## config.mk

```make
export PLATFORM = sky130hd
export DESIGN_NAME = multicycle_ctrl
export DESIGN_NICKNAME = d
export VERILOG_FILES = /design/src/rtl/multicycle_ctrl.sv
export SDC_FILE = /design/constraint.sdc
export NUM_CORES = 1
export LEC_CHECK = 0
export ABC_AREA = 1
export ABC_CLOCK_PERIOD_IN_PS = 1600
export CAP_MARGIN = 20
export CELL_PAD_IN_SITES_DETAIL_PLACEMENT = 1
export CELL_PAD_IN_SITES_GLOBAL_PLACEMENT = 2
export CORE_MARGIN = 1.5
export CORE_UTILIZATION = 26
export CTS_BUF_LIST = sky130_fd_sc_hd__clkbuf_8 sky130_fd_sc_hd__clkbuf_16
export DETAILED_ROUTE_END_ITERATION = 10
export PLACE_DENSITY = 0.93
export SETUP_SLACK_MARGIN = 0.05
export SLEW_MARGIN = 20
export SYNTH_ARGS = -nofsm -noshare
export SYNTH_HDL_FRONTEND = slang
export SYNTH_SLANG_ARGS = --single-unit
export TNS_END_PERCENT = 100
```

## constraint.sdc

```tcl
create_clock -name clk -period 1.6 [get_ports clk]
set_input_delay 0.16 -clock clk [delete_from_list [all_inputs] [get_ports clk]]
set_output_delay 0.16 -clock clk [all_outputs]
set_load 0.03 [all_outputs]
```

## src/rtl/multicycle_ctrl.sv

```systemverilog
// rtl/multicycle_ctrl.sv - multi-cycle RV32I main control FSM with retired-instruction counter
module multicycle_ctrl #(
  parameter int CNT_WIDTH = 32
) (
  input  logic                 clk,
  input  logic                 rst,
  input  logic [6:0]           Op,
  input  logic [2:0]           Funct3,
  input  logic                 Funct7b5,
  input  logic                 Zero,
  input  logic                 MemReady,
  output logic                 PCWrite,
  output logic                 AdrSrc,
  output logic                 MemWrite,
  output logic                 IRWrite,
  output logic [1:0]           ResultSrc,
  output logic [1:0]           ALUSrcA,
  output logic [1:0]           ALUSrcB,
  output logic [2:0]           ALUControl,
  output logic [1:0]           ImmSrc,
  output logic                 RegWrite,
  output logic                 Illegal,
  output logic [CNT_WIDTH-1:0] InstrRetired
);

  localparam logic [6:0] OP_LW = 7'b0000011;
  localparam logic [6:0] OP_SW = 7'b0100011;
  localparam logic [6:0] OP_R  = 7'b0110011;
  localparam logic [6:0] OP_I  = 7'b0010011;
  localparam logic [6:0] OP_BR = 7'b1100011;

  typedef enum logic [3:0] {
    S_FETCH    = 4'd0,
    S_DECODE   = 4'd1,
    S_MEMADR   = 4'd2,
    S_MEMREAD  = 4'd3,
    S_MEMWB    = 4'd4,
    S_MEMWRITE = 4'd5,
    S_EXECUTER = 4'd6,
    S_EXECUTEI = 4'd7,
    S_ALUWB    = 4'd8,
    S_BRANCH   = 4'd9
  } state_t;

  state_t               state_q, state_d;
  logic [CNT_WIDTH-1:0] retired_q, retired_d;
  logic                 pcw_c, irw_c, memw_c, regw_c, ill_c, retire_c;
  logic                 alu_ok;
  logic [2:0]           alu_op;

  always_comb begin
    state_d    = state_q;
    pcw_c      = 1'b0;
    irw_c      = 1'b0;
    memw_c     = 1'b0;
    regw_c     = 1'b0;
    ill_c      = 1'b0;
    retire_c   = 1'b0;
    AdrSrc     = 1'b0;
    ResultSrc  = 2'b00;
    ALUSrcA    = 2'b00;
    ALUSrcB    = 2'b00;
    ALUControl = 3'b000;
    ImmSrc     = 2'b00;
    alu_ok     = 1'b1;
    alu_op     = 3'b000;

    // Funct3 decode shared by register and immediate ALU ops; Funct7b5 only matters for R-type
    case (Funct3)
      3'b000:  alu_op = Funct7b5 ? 3'b001 : 3'b000;
      3'b010:  alu_op = 3'b101;
      3'b110:  alu_op = 3'b011;
      3'b111:  alu_op = 3'b010;
      default: alu_ok = 1'b0;
    endcase

    case (state_q)
      S_FETCH: begin
        ALUSrcB   = 2'b10;
        ResultSrc = 2'b10;
        if (MemReady) begin
          irw_c   = 1'b1;
          pcw_c   = 1'b1;
          state_d = S_DECODE;
        end
      end
      S_DECODE: begin
        ALUSrcA = 2'b01;
        ALUSrcB = 2'b01;
        ImmSrc  = 2'b10;
        case (Op)
          OP_LW, OP_SW: state_d = S_MEMADR;
          OP_R:         state_d = S_EXECUTER;
          OP_I:         state_d = S_EXECUTEI;
          OP_BR:        state_d = S_BRANCH;
          default: begin
            ill_c   = 1'b1;
            state_d = S_FETCH;
          end
        endcase
      end
      S_MEMADR: begin
        ALUSrcA = 2'b10;
        ALUSrcB = 2'b01;
        ImmSrc  = (Op == OP_SW) ? 2'b01 : 2'b00;
        state_d = (Op == OP_SW) ? S_MEMWRITE : S_MEMREAD;
      end
      S_MEMREAD: begin
        AdrSrc = 1'b1;
        if (MemReady) state_d = S_MEMWB;
      end
      S_MEMWB: begin
        ResultSrc = 2'b01;
        regw_c    = 1'b1;
        retire_c  = 1'b1;
        state_d   = S_FETCH;
      end
      S_MEMWRITE: begin
        AdrSrc = 1'b1;
        memw_c = 1'b1;
        if (MemReady) begin
          retire_c = 1'b1;
          state_d  = S_FETCH;
        end
      end
      S_EXECUTER, S_EXECUTEI: begin
        ALUSrcA = 2'b10;
        ALUSrcB = (state_q == S_EXECUTEI) ? 2'b01 : 2'b00;
        if (alu_ok) begin
          ALUControl = (state_q == S_EXECUTEI && Funct3 == 3'b000) ? 3'b000 : alu_op;
          state_d    = S_ALUWB;
        end else begin
          ill_c   = 1'b1;
          state_d = S_FETCH;
        end
      end
      S_ALUWB: begin
        regw_c   = 1'b1;
        retire_c = 1'b1;
        state_d  = S_FETCH;
      end
      S_BRANCH: begin
        ALUSrcA    = 2'b10;
        ALUControl = 3'b001;
        ImmSrc     = 2'b10;
        state_d    = S_FETCH;
        if (Funct3 == 3'b000)      pcw_c = Zero;
        else if (Funct3 == 3'b001) pcw_c = ~Zero;
        else                       ill_c = 1'b1;
        retire_c = ~ill_c;
      end
      default: state_d = S_FETCH;
    endcase
  end

  assign retired_d = retired_q + {{(CNT_WIDTH-1){1'b0}}, 1'b1};

  always_ff @(posedge clk or posedge rst) begin
    if (rst) begin
      state_q   <= S_FETCH;
      retired_q <= '0;
    end else begin
      state_q <= state_d;
      if (retire_c) retired_q <= retired_d;
    end
  end

  // Reset must kill every strobe combinationally, even before any clock edge
  assign PCWrite      = pcw_c  & ~rst;
  assign IRWrite      = irw_c  & ~rst;
  assign MemWrite     = memw_c & ~rst;
  assign RegWrite     = regw_c & ~rst;
  assign Illegal      = ill_c  & ~rst;
  assign InstrRetired = retired_q;

endmodule

```

[Yosys cells after proc, flatten, opt, wreduce, memory -nomap -nowiden]
Index checks and enable logic that the tools add are counted.
Storage, ports and cells
  word-level logic and storage cells: 79
  output and inout bits: 49
  input bits: 15
  flip-flop bits (word level): 36
Cells by class
  reduce and logical (&&, ||, !) cells: 13
  bitwise gates (word level): 8
  muxes and demuxes: 34
  eq/ne operators: 21
  add/sub/neg operators: 1
Operator list (count)
  adder 32 x 1 -> 32 bit, second input constant: 1
  case mux 4 bit (6 select lines): 1
  == test 4 x 3 -> 1 bit, second input constant: 4
  2-to-1 mux 1 bit: 16
  2-to-1 mux 4 bit: 4
  case mux 4 bit (4 select lines): 1
  == test 7 x 6 -> 1 bit, second input constant: 2
  case mux 2 bit (2 select lines): 3
  case mux 3 bit (4 select lines): 1
  OR reduction 2 bit: 6
  2-to-1 mux 3 bit: 3
  == test 4 x 2 -> 1 bit, second input constant: 2
  == test 4 bit, second input constant: 2
  OR reduction 4 bit: 2
  == test 7 x 2 -> 1 bit, second input constant: 1
  == test 7 x 5 -> 1 bit, second input constant: 1
  == test 7 bit, second input constant: 1
  == test 3 bit, second input constant: 2
  != test 2 bit, second input constant: 3
  case mux 1 bit (3 select lines): 2
  case mux 2 bit (3 select lines): 1
  case mux 3 bit (2 select lines): 1
  bitwise AND 1 bit: 5
  OR reduction 5 bit: 1
  other kinds (9): 11

[Depth between registers and ports, before layout]
Gate-level depths: netlist (run 1).
  word-level depth: 6
  mapped depth: 9
  mapped depth without buffers: 9

[Worst setup path after synthesis (run 1)]
Ideal clock, no wire load.
  path kind: flip-flop to output port
  start point: register state_q[3]
  end point: output port ALUControl[2]
  buffers on the path: 0
  arrival time: 1.614 ns
  setup slack: -0.174 ns
  required time: 1.440 ns
  cell stages (with the launch flop): 6
  cells stage by stage: dfrtp_1 inv_2 nand2_2 nor2_1 inv_2 nor4_1
Between the ends
  cells in the longest elaborated chain, start to end: 5
  elaborated cells between the ends (all ways): 8
  those cells by class: eq/ne (3); mux (3); reduce/logical (2)
RTL lines
  start: declaration: line 45  | state_t state_q, state_d;
  start signal: assignment: line 163  | state_q <= state_d;
  == test 4 x 3 -> 1 bit: line 77, 130
  logical AND 1 bit: line 130  | ALUControl = (state_q == S_EXECUTEI && Funct3 == 3'b000) ? 3'b000 : alu_op;
  2-to-1 mux 3 bit: line 130
  2-to-1 mux 3 bit: line 129  | if (alu_ok) begin
  case mux 3 bit (2 select lines) *: line 77  | case (state_q)
  end: declaration: line 19  | output logic [2:0] ALUControl,
Mark *: on every way between the ends. The rest lies on a longest branch, timed or not.

[Worst setup path after layout (run 1)]
  start point: register state_q[3]
  end point: output port ALUControl[0]
The elaborated chain is that of the path after synthesis.

==> summary by stage, run 1 <==
Status
The run finished, with violations left. The final reports fail on negative setup slack.

Floorplan
For this configuration, the core starts out at a cell density of 26.4%. The overall die area is 0.0105 mm^2. Measured along the y axis, the die boundary spans 102 um. The width of the die is 102 um. The core area is 0.00968 mm^2. The I/O pin total is 64. Row generation in the floorplan step produced 36 rows.

Synthesis
The average size of a mapped cell is 6.26 um^2. Among all flip-flop cells after synthesis, the most frequent one is dfrtp_1. The mapped netlist covers 0.00256 mm^2. Summed over all instances, the cell type with the most area after synthesis is dfrtp_1. The net count after synthesis is 425.

The Yosys step of the flow raised 0 warnings. The synthesized design contains 0 enable-type register cells. The number of distinct standard cells referenced by the synthesized netlist is 24. Sequential elements use 35.2% of the synthesized area. Synthesis inferred 36 register bits. The library cell with the highest instance count after synthesis is nand2_1.

Counting flops with an async set or reset pin after synthesis yields a share of 100%. The cell count after synthesis came out at 409. After synthesis, the cell types taking the most area are dfrtp_1 (35%), nand2_1 (24%), nor2_1 (7.8%).

The fraction of post-synthesis cell area in the top cell type by area is 35.2%. The commonest cells after synthesis are nand2_1 (161), nor2_1 (53), inv_1 (52).

Routing
The DRC marker count from the first detailed-route iteration is 101. The post-detailed-route wirelength per cell is 15.1 um. The number of nets with antenna violations after routing is 0. Using the TritonRoute via totals, the vias-per-cell ratio works out to 4.60. The first TritonRoute pass finished after 4 iterations. The detailed router placed 3052 vias in this run. The number of DRC violations after detailed routing is 0. Wires add up to 10000 um.

Cells and area
In the final layout, the share of cells above drive strength 1 is 26.7%. The number of nets in the final layout is 546. Measured on the finished design, the core utilization comes to 43.6%. The post-layout instance count excluding filler cells is 664. The antenna cell count is 0. The total non-filler cell area in the finished layout is 0.00423 mm^2. The area growth from synthesis to layout is 65.0%. The number of filler cells placed in the layout is 1251.

Worst setup path
The reg2reg setup slack is -0.13 ns. The worst setup path is launched from a register. For the worst flop-to-flop path, the logic depth is 11.

The type of the worst setup path is reg -> out. The critical path capture point type is an output pin. The startpoint of the most critical register-to-register path is state_q[2]$_DFFE_PP0P_. The data required time of the worst path is 1.44 ns.

The endpoint identified for the worst register-to-register timing path is InstrRetired[11]$_DFFE_PP0P_. The worst setup path startpoint is state_q[3]$_DFFE_PP0P_. Of all nets on the critical path, the largest fanout is 3. At the worst endpoint, the arrival time is 1.72 ns.

Global route
The maximum number of pins on one net before global-route repair is 22. Global routing used 17.7% of the available tracks across all layers. The via count of the first global-routing pass is 3049. The number of antenna violations at the first check in global routing is 0.

The first-pass GRT wire length is 14500 um. For this run the aggregate overflow at the end of global routing stands at 0.

CTS
At the later pin of the worst-skew pair, clock insertion delay measures 0.30 ns. The clock net in this run drives a total of 36 sinks. In this run the clock root is driven by a clkbuf_8. Buffers inserted during clock tree synthesis total 5.

TritonCTS built the clock tree. CTS built an H-tree with a depth of 2. Clock-pin slew was measured on the worst setup and hold paths at 0.09 ns. The maximum buffer depth of the clock tree is 2. The hold buffer count at cts is 0.

Placed design
The number of buffers inserted by port buffering is 63. Prior to clock tree synthesis, the placed netlist has a worst setup slack of -0.439 ns. The number of placed instances with taps included is 635. The placed instance area is 0.00359 mm^2. Routability-driven placement finished with a final weighted congestion of 0.776. The HPWL reported at the end of detailed placement is 6990 um.

STA
The number of endpoints with negative hold slack in the final report came to 0. The setup slack of the critical path after layout is -0.277 ns. Final hold analysis gives a worst-case slack of 0.311 ns. The number of endpoints failing setup at the final stage is 45. Between clock sinks in the finished design, the worst skew comes to 0.0116 ns. Setup repair after global routing could not meet its margin everywhere. For the pin with the worst max-slew slack, the measured transition is 0.322 ns.

The max-slew violation total from the final report is 0. Timing would allow up to 533 MHz. In the final timing run, aggregate negative setup slack is -4.73 ns. Of the available clock period, the critical path in the final layout requires 117%. The relative slew slack is 78.5%. The clock period minus final worst setup slack is 1.88 ns.

Pwr
In this run the power density over the cells is 937 mW/mm^2. The total power consumption of the routed design is 3.96 mW. The peak supply drop is 0.849 mV. The leakage dissipation is 2.16 nW.

Run
The max-capacitance violation count is 0.

Worst hold path
The worst hold path belongs to the class in -> async.
[layout make-up]
class                   count  area, um^2  area share [%]
flip-flops and latches     36         905            21.4
clock buffers               6        82.6            1.95
inverters                  58         231            5.48
well taps                 133         166            3.94
clock inverters             2        10.0           0.237
repair buffers            120        1190            28.2
multi-input cells         309        1640            38.8
[worst max-delay path, stage by stage (launching register included)]
cell and delay, ns:
dfrtp_1 0.43, inv_2 0.08, nand2_4 0.06, nor2_4 0.12, inv_2 0.05, or2_1 0.25, nor2_1 0.10, o21ai_1 0.10
nand2_1 0.09, buf_6 0.13
[kinds of logic after synthesis]
family | Yosys count | synth area share [%]
AOI/OAI and AO/OA | 16 | 3.32
xor gates and xnor gates | 10 | 3.42
adders and majority gates | 1 | 0.488
buffers and inverters | 64 | 10.7
DFF | 36 | 35.2
and+or+nand+nor | 282 | 46.9
[worst max path at each step]
stage,end,slack [ns],cells past startpoint
6_report,ALUControl[0],-0.28,9
5_1_grt,ALUControl[0],-0.35,9
4_1_cts,ALUControl[0],-0.20,9
3_5_place_dp,Illegal,-0.44,9
3_3_place_gp,Illegal,-0.41,9
2_1_floorplan,ALUControl[1],0.07,5
[state kept, by name (all words and copies together) (netlist names)]
signal        cells
state_q           4
InstrRetired     32
[metal layers]
metal	GRT usage [%]	routed length [um]	vias to the layer above
li1	-	-	1504
met1	21.6	4300	1494
met2	33.1	5370	42
met3	2.05	220	12
met4	4.53	134	0
met5	0	0	-
[layout by cell type, fill, tap and decap left out, types with 2 or more instances in the layout]
| master | count |
|---|---|
| nor2_2 | 6 |
| buf_6 | 26 |
| a21oi_1 | 2 |
| clkbuf_16 | 2 |
| buf_12 | 3 |
| o21ai_2 | 2 |
| o21ai_1 | 8 |
| clkinv_2 | 2 |
| dfrtp_1 | 33 |
| buf_8 | 2 |
| nor2_1 | 43 |
| o211ai_1 | 2 |
| inv_1 | 46 |
| nand2_2 | 3 |
| nand3_2 | 7 |
| nand2_4 | 7 |
| nor2_4 | 14 |
| nand2_1 | 153 |
| dfrtp_2 | 3 |
| nor3_1 | 3 |
| nand3b_1 | 6 |
| inv_2 | 8 |
| buf_4 | 40 |
| dlymetal6s2s_1 | 3 |
| o21ai_0 | 2 |
| clkbuf_8 | 6 |
| dlygate4sd2_1 | 30 |
| nand3_1 | 23 |
| inv_4 | 2 |
| xor2_1 | 9 |
| nand4_1 | 11 |
| clkdlybuf4s50_1 | 13 |
[where the power goes]
group / switching (mW) / leakage (nW) / internal (mW)
logic: 1.19 / 1.62 / 0.953
registers: 0.0941 / 0.490 / 0.993
clock network: 0.382 / 0.0510 / 0.345
total: 1.67 / 2.16 / 2.29
[repair_timing]
item	in CTS	in global routing
pin swaps	8	15
endpoints found under the setup margin	66	50
gates cloned	1	2
setup buffers	8	11
gates resized for setup	72	61
Note: power is estimated with default switching activity, not from simulation.
==> run 2: changes to the inputs <==
- ABC_CLOCK_PERIOD_IN_PS: 1600 -> 2400
- CAP_MARGIN: 20 -> 25
- CORE_UTILIZATION: 26 -> 28
- PLACE_DENSITY: 0.93 -> 0.95
- clock period: 1.6 -> 2.4 ns (I/O delays scaled with it)
==> summary by stage, run 2 (synthesis gave the netlist of run 1 again) <==
Status
Outcome: finished, final reports clean (was finished, violations left).

Pwr
The switching part of the total is 41.2% (was 42.1%). The total power consumption of the routed design is 2.07 mW (was 3.96 mW). The combinational share of power is 41.1% (was 54.2%). The peak supply drop came to 0.364 mV (was 0.849 mV). The cell area power density is 610 mW/mm^2 (was 937 mW/mm^2). The internal power is 1.22 mW (was 2.29 mW). The sequential group share of total power is 35.5% (was 27.5%).

The net switching power of the design is 0.854 mW (was 1.67 mW). The leakage dissipation came to 1.63 nW (was 2.16 nW). The clock group share of total power is 23.4% (was 18.4%).

STA
The transition time at the pin with the least slew margin was 0.510 ns (was 0.322 ns). The relative slew slack came to 66.0% (was 78.5%). The clock skew is 0.00844 ns (was 0.0116 ns). Setup repair after global routing missed its margin: no (was yes). The number of endpoints with negative hold slack in the final report is 0 (unchanged). The fmax is 454 MHz. The clock period minus final worst setup slack is 2.20 ns.

The setup slack of the critical path after layout is 0.199 ns (was -0.277 ns). The final-layout setup total negative slack is 0 ns (was -4.73 ns). The max-slew violation total from the final report is 0 (unchanged). The number of endpoints failing setup at the final stage is 0 (was 45). After layout, the worst path uses 91.7% of the clock period.

Floorplan
The floorplan die height was 98.6 um (was 102 um). The starting density of the core is 29.1% (was 26.4%). The number of rows in the core area is 34 (was 36). The I/O pin total was 64 (unchanged). The overall die area is 0.00973 mm^2 (was 0.0105 mm^2). The core area is 0.00881 mm^2 (was 0.00968 mm^2). The width of the die is 98.6 um (was 102 um).

Global route
The total grt overflow is 0 (unchanged). The via count of the first global-routing pass is 2974 (was 3049). The maximum number of pins on one net before global-route repair was 53 (was 22). The number of antenna violations at the first check in global routing is 0 (unchanged). The total routing resource utilization after global routing was 17.6% (was 17.7%). The first-pass GRT wire length is 14100 um (was 14500 um).

Cells and area
The most frequent standard cell in the layout excluding fill and tap cells was nand2_1 (unchanged). The core occupancy in the finished layout is 38.6% (was 43.6%). The number of nets in the final layout is 492 (was 546). The total non-filler cell area in the finished layout is 0.00340 mm^2 (was 0.00423 mm^2).

The number of filler cells placed in the layout is 1157 (was 1251). The area growth from synthesis to layout came to 32.8% (was 65.0%). The flip-flop count of the largest register, all copies and words added is 32 (unchanged). The antenna cell count came to 0 (unchanged).

Commonest non-fill, non-tap cells in the layout: nand2_1 (161), clkdlybuf4s50_1 (54), nor2_1 (53) (was nand2_1 (153), inv_1 (46), nor2_1 (43)). The share of final-layout standard cells stronger than drive strength 1 is 6.93% (was 26.7%).

Placed design
The last weighted congestion value of the routability-driven placer is 0.779 (was 0.776). The post-placement worst setup slack is 0.0609 ns (was -0.439 ns). The number of buffers inserted by port buffering was 63 (unchanged). The placed instance area is 0.00330 mm^2 (was 0.00359 mm^2).

The HPWL reported at the end of detailed placement is 6260 um (was 6990 um).

CTS
The total number of H-tree levels is 2 (unchanged). The maximum buffer depth of the clock tree was 2 (unchanged). The clock buffer count from CTS is 5 (unchanged). The clock insertion delay at the later pin of the skew report is 0.29 ns (was 0.30 ns).

The number of sinks on the clock net is 36 (unchanged). The number of post-CTS setup repair buffers is 0 (was 8). The CTS tree is built (unchanged). The clock transition time at the flip-flop clock pins of the worst setup and hold paths is 0.07 ns (was 0.09 ns). The buffer cell driving the clock tree root is clkbuf_8 (unchanged). The hold buffer count at cts is 0 (unchanged).

Routing
The total wire length after detailed routing came to 7920 um (was 10000 um). The number of vias after detailed routing is 2759 (was 3052). The number of detailed-routing iterations run before antenna repair came to 6 (was 4). The post-detailed-route wirelength per cell is 13.6 um (was 15.1 um).

The DRC marker count from the first detailed-route iteration is 102 (was 101). The via density per instance is 4.72 (was 4.60). The number of DRC violations after detailed routing is 0 (unchanged). The number of nets with antenna violations after routing is 0 (unchanged).

Worst setup path
The type of the worst setup path is reg -> out (unchanged). The critical path capture point type is an output pin (unchanged). The arrival time of data at the critical path endpoint came to 1.96 ns (was 1.72 ns).

The type of origin of the critical path was a register (unchanged). The data required time of the worst path is 2.16 ns (was 1.44 ns). The maximum net fanout on the critical path was 5 (was 3).

Worst hold path
The class of the tightest hold or removal check is reg -> reg (was in -> async).

Run
The max-capacitance violation count was 0 (unchanged).
-- run 2: cell types whose count changed in the layout (fill, tap and decap cells not counted), sizes merged, moves of 2 or more --
cell and delta:
buf -66, clkinv -2, dlygate4sd2 -28, clkdlybuf4s50 +41
-- run 2: routing by layer --
layer	GRT usage, %	routed length [um]
met5	0	0
met4	3.30	57
met3	2.20	206
met2	32.1	3980
met1	22.4	3680
-- run 2: layout make-up --
type	count	area (um^2)	share of cell area, %
flip-flops and latches	36	901	26.5
repair buffers	66	666	19.6
clock buffers	7	96.3	2.83
well taps	108	135	3.97
multi-input cells	309	1390	40.8
inverters	58	218	6.40
-- run 2: timing repair --
action | in CTS | in global routing
gates cloned | 0 | 0
resized for setup | 2 | 4
endpoints found under the setup margin | 2 | 4
endpoints found under the hold margin | 0 | 0
-- run 2: critical path, stage by stage, from the launching register on --
cell and delay (ns):
dfrtp_1 0.42, inv_2 0.07, nand2_2 0.08, nor2_1 0.17
inv_2 0.07, nor3_1 0.15, clkdlybuf4s50_1 0.71
-- run 2: power groups by stage --
stage	Clock [mW]	Combinational, mW	Sequential (mW)
2_1_floorplan	0	0.473	0.804
3_3_place_gp	0	0.856	0.745
3_5_place_dp	0	0.869	0.750
4_1_cts	0.503	0.866	0.738
5_1_grt	0.528	0.916	0.750
6_report	0.485	0.852	0.736
-- run 2: final timing paths --
kind	slack (ns)	end	depth (start not counted)	start
setup / recovery	0.20	ALUControl[1]	6	state_q[3]$_DFFE_PP0P_
hold / removal	0.54	InstrRetired[31]$_DFFE_PP0P_	2	InstrRetired[31]$_DFFE_PP0P_
setup reg to reg	0.60	InstrRetired[24]$_DFFE_PP0P_	8	InstrRetired[0]$_DFFE_PP0P_
hold reg to reg	0.54	InstrRetired[31]$_DFFE_PP0P_	2	InstrRetired[31]$_DFFE_PP0P_
max in group asynchronous	1.41	InstrRetired[30]$_DFFE_PP0P_	3	rst
min in group asynchronous	0.63	InstrRetired[7]$_DFFE_PP0P_	3	rst
-- run 2: per-stage QoR --
step                hold slack [ns]  instances
global route                  0.570        584
CTS                           0.545        584
finish                        0.536        584
floorplan                     0.410        409
detailed placement            0.531        577
global placement              0.507        577
==> run 3: changes to the inputs <==
- HOLD_SLACK_MARGIN: unset -> 0.02
==> results of run 3 <==
The final DEF is identical to that of run 2; final timing and power are the same.
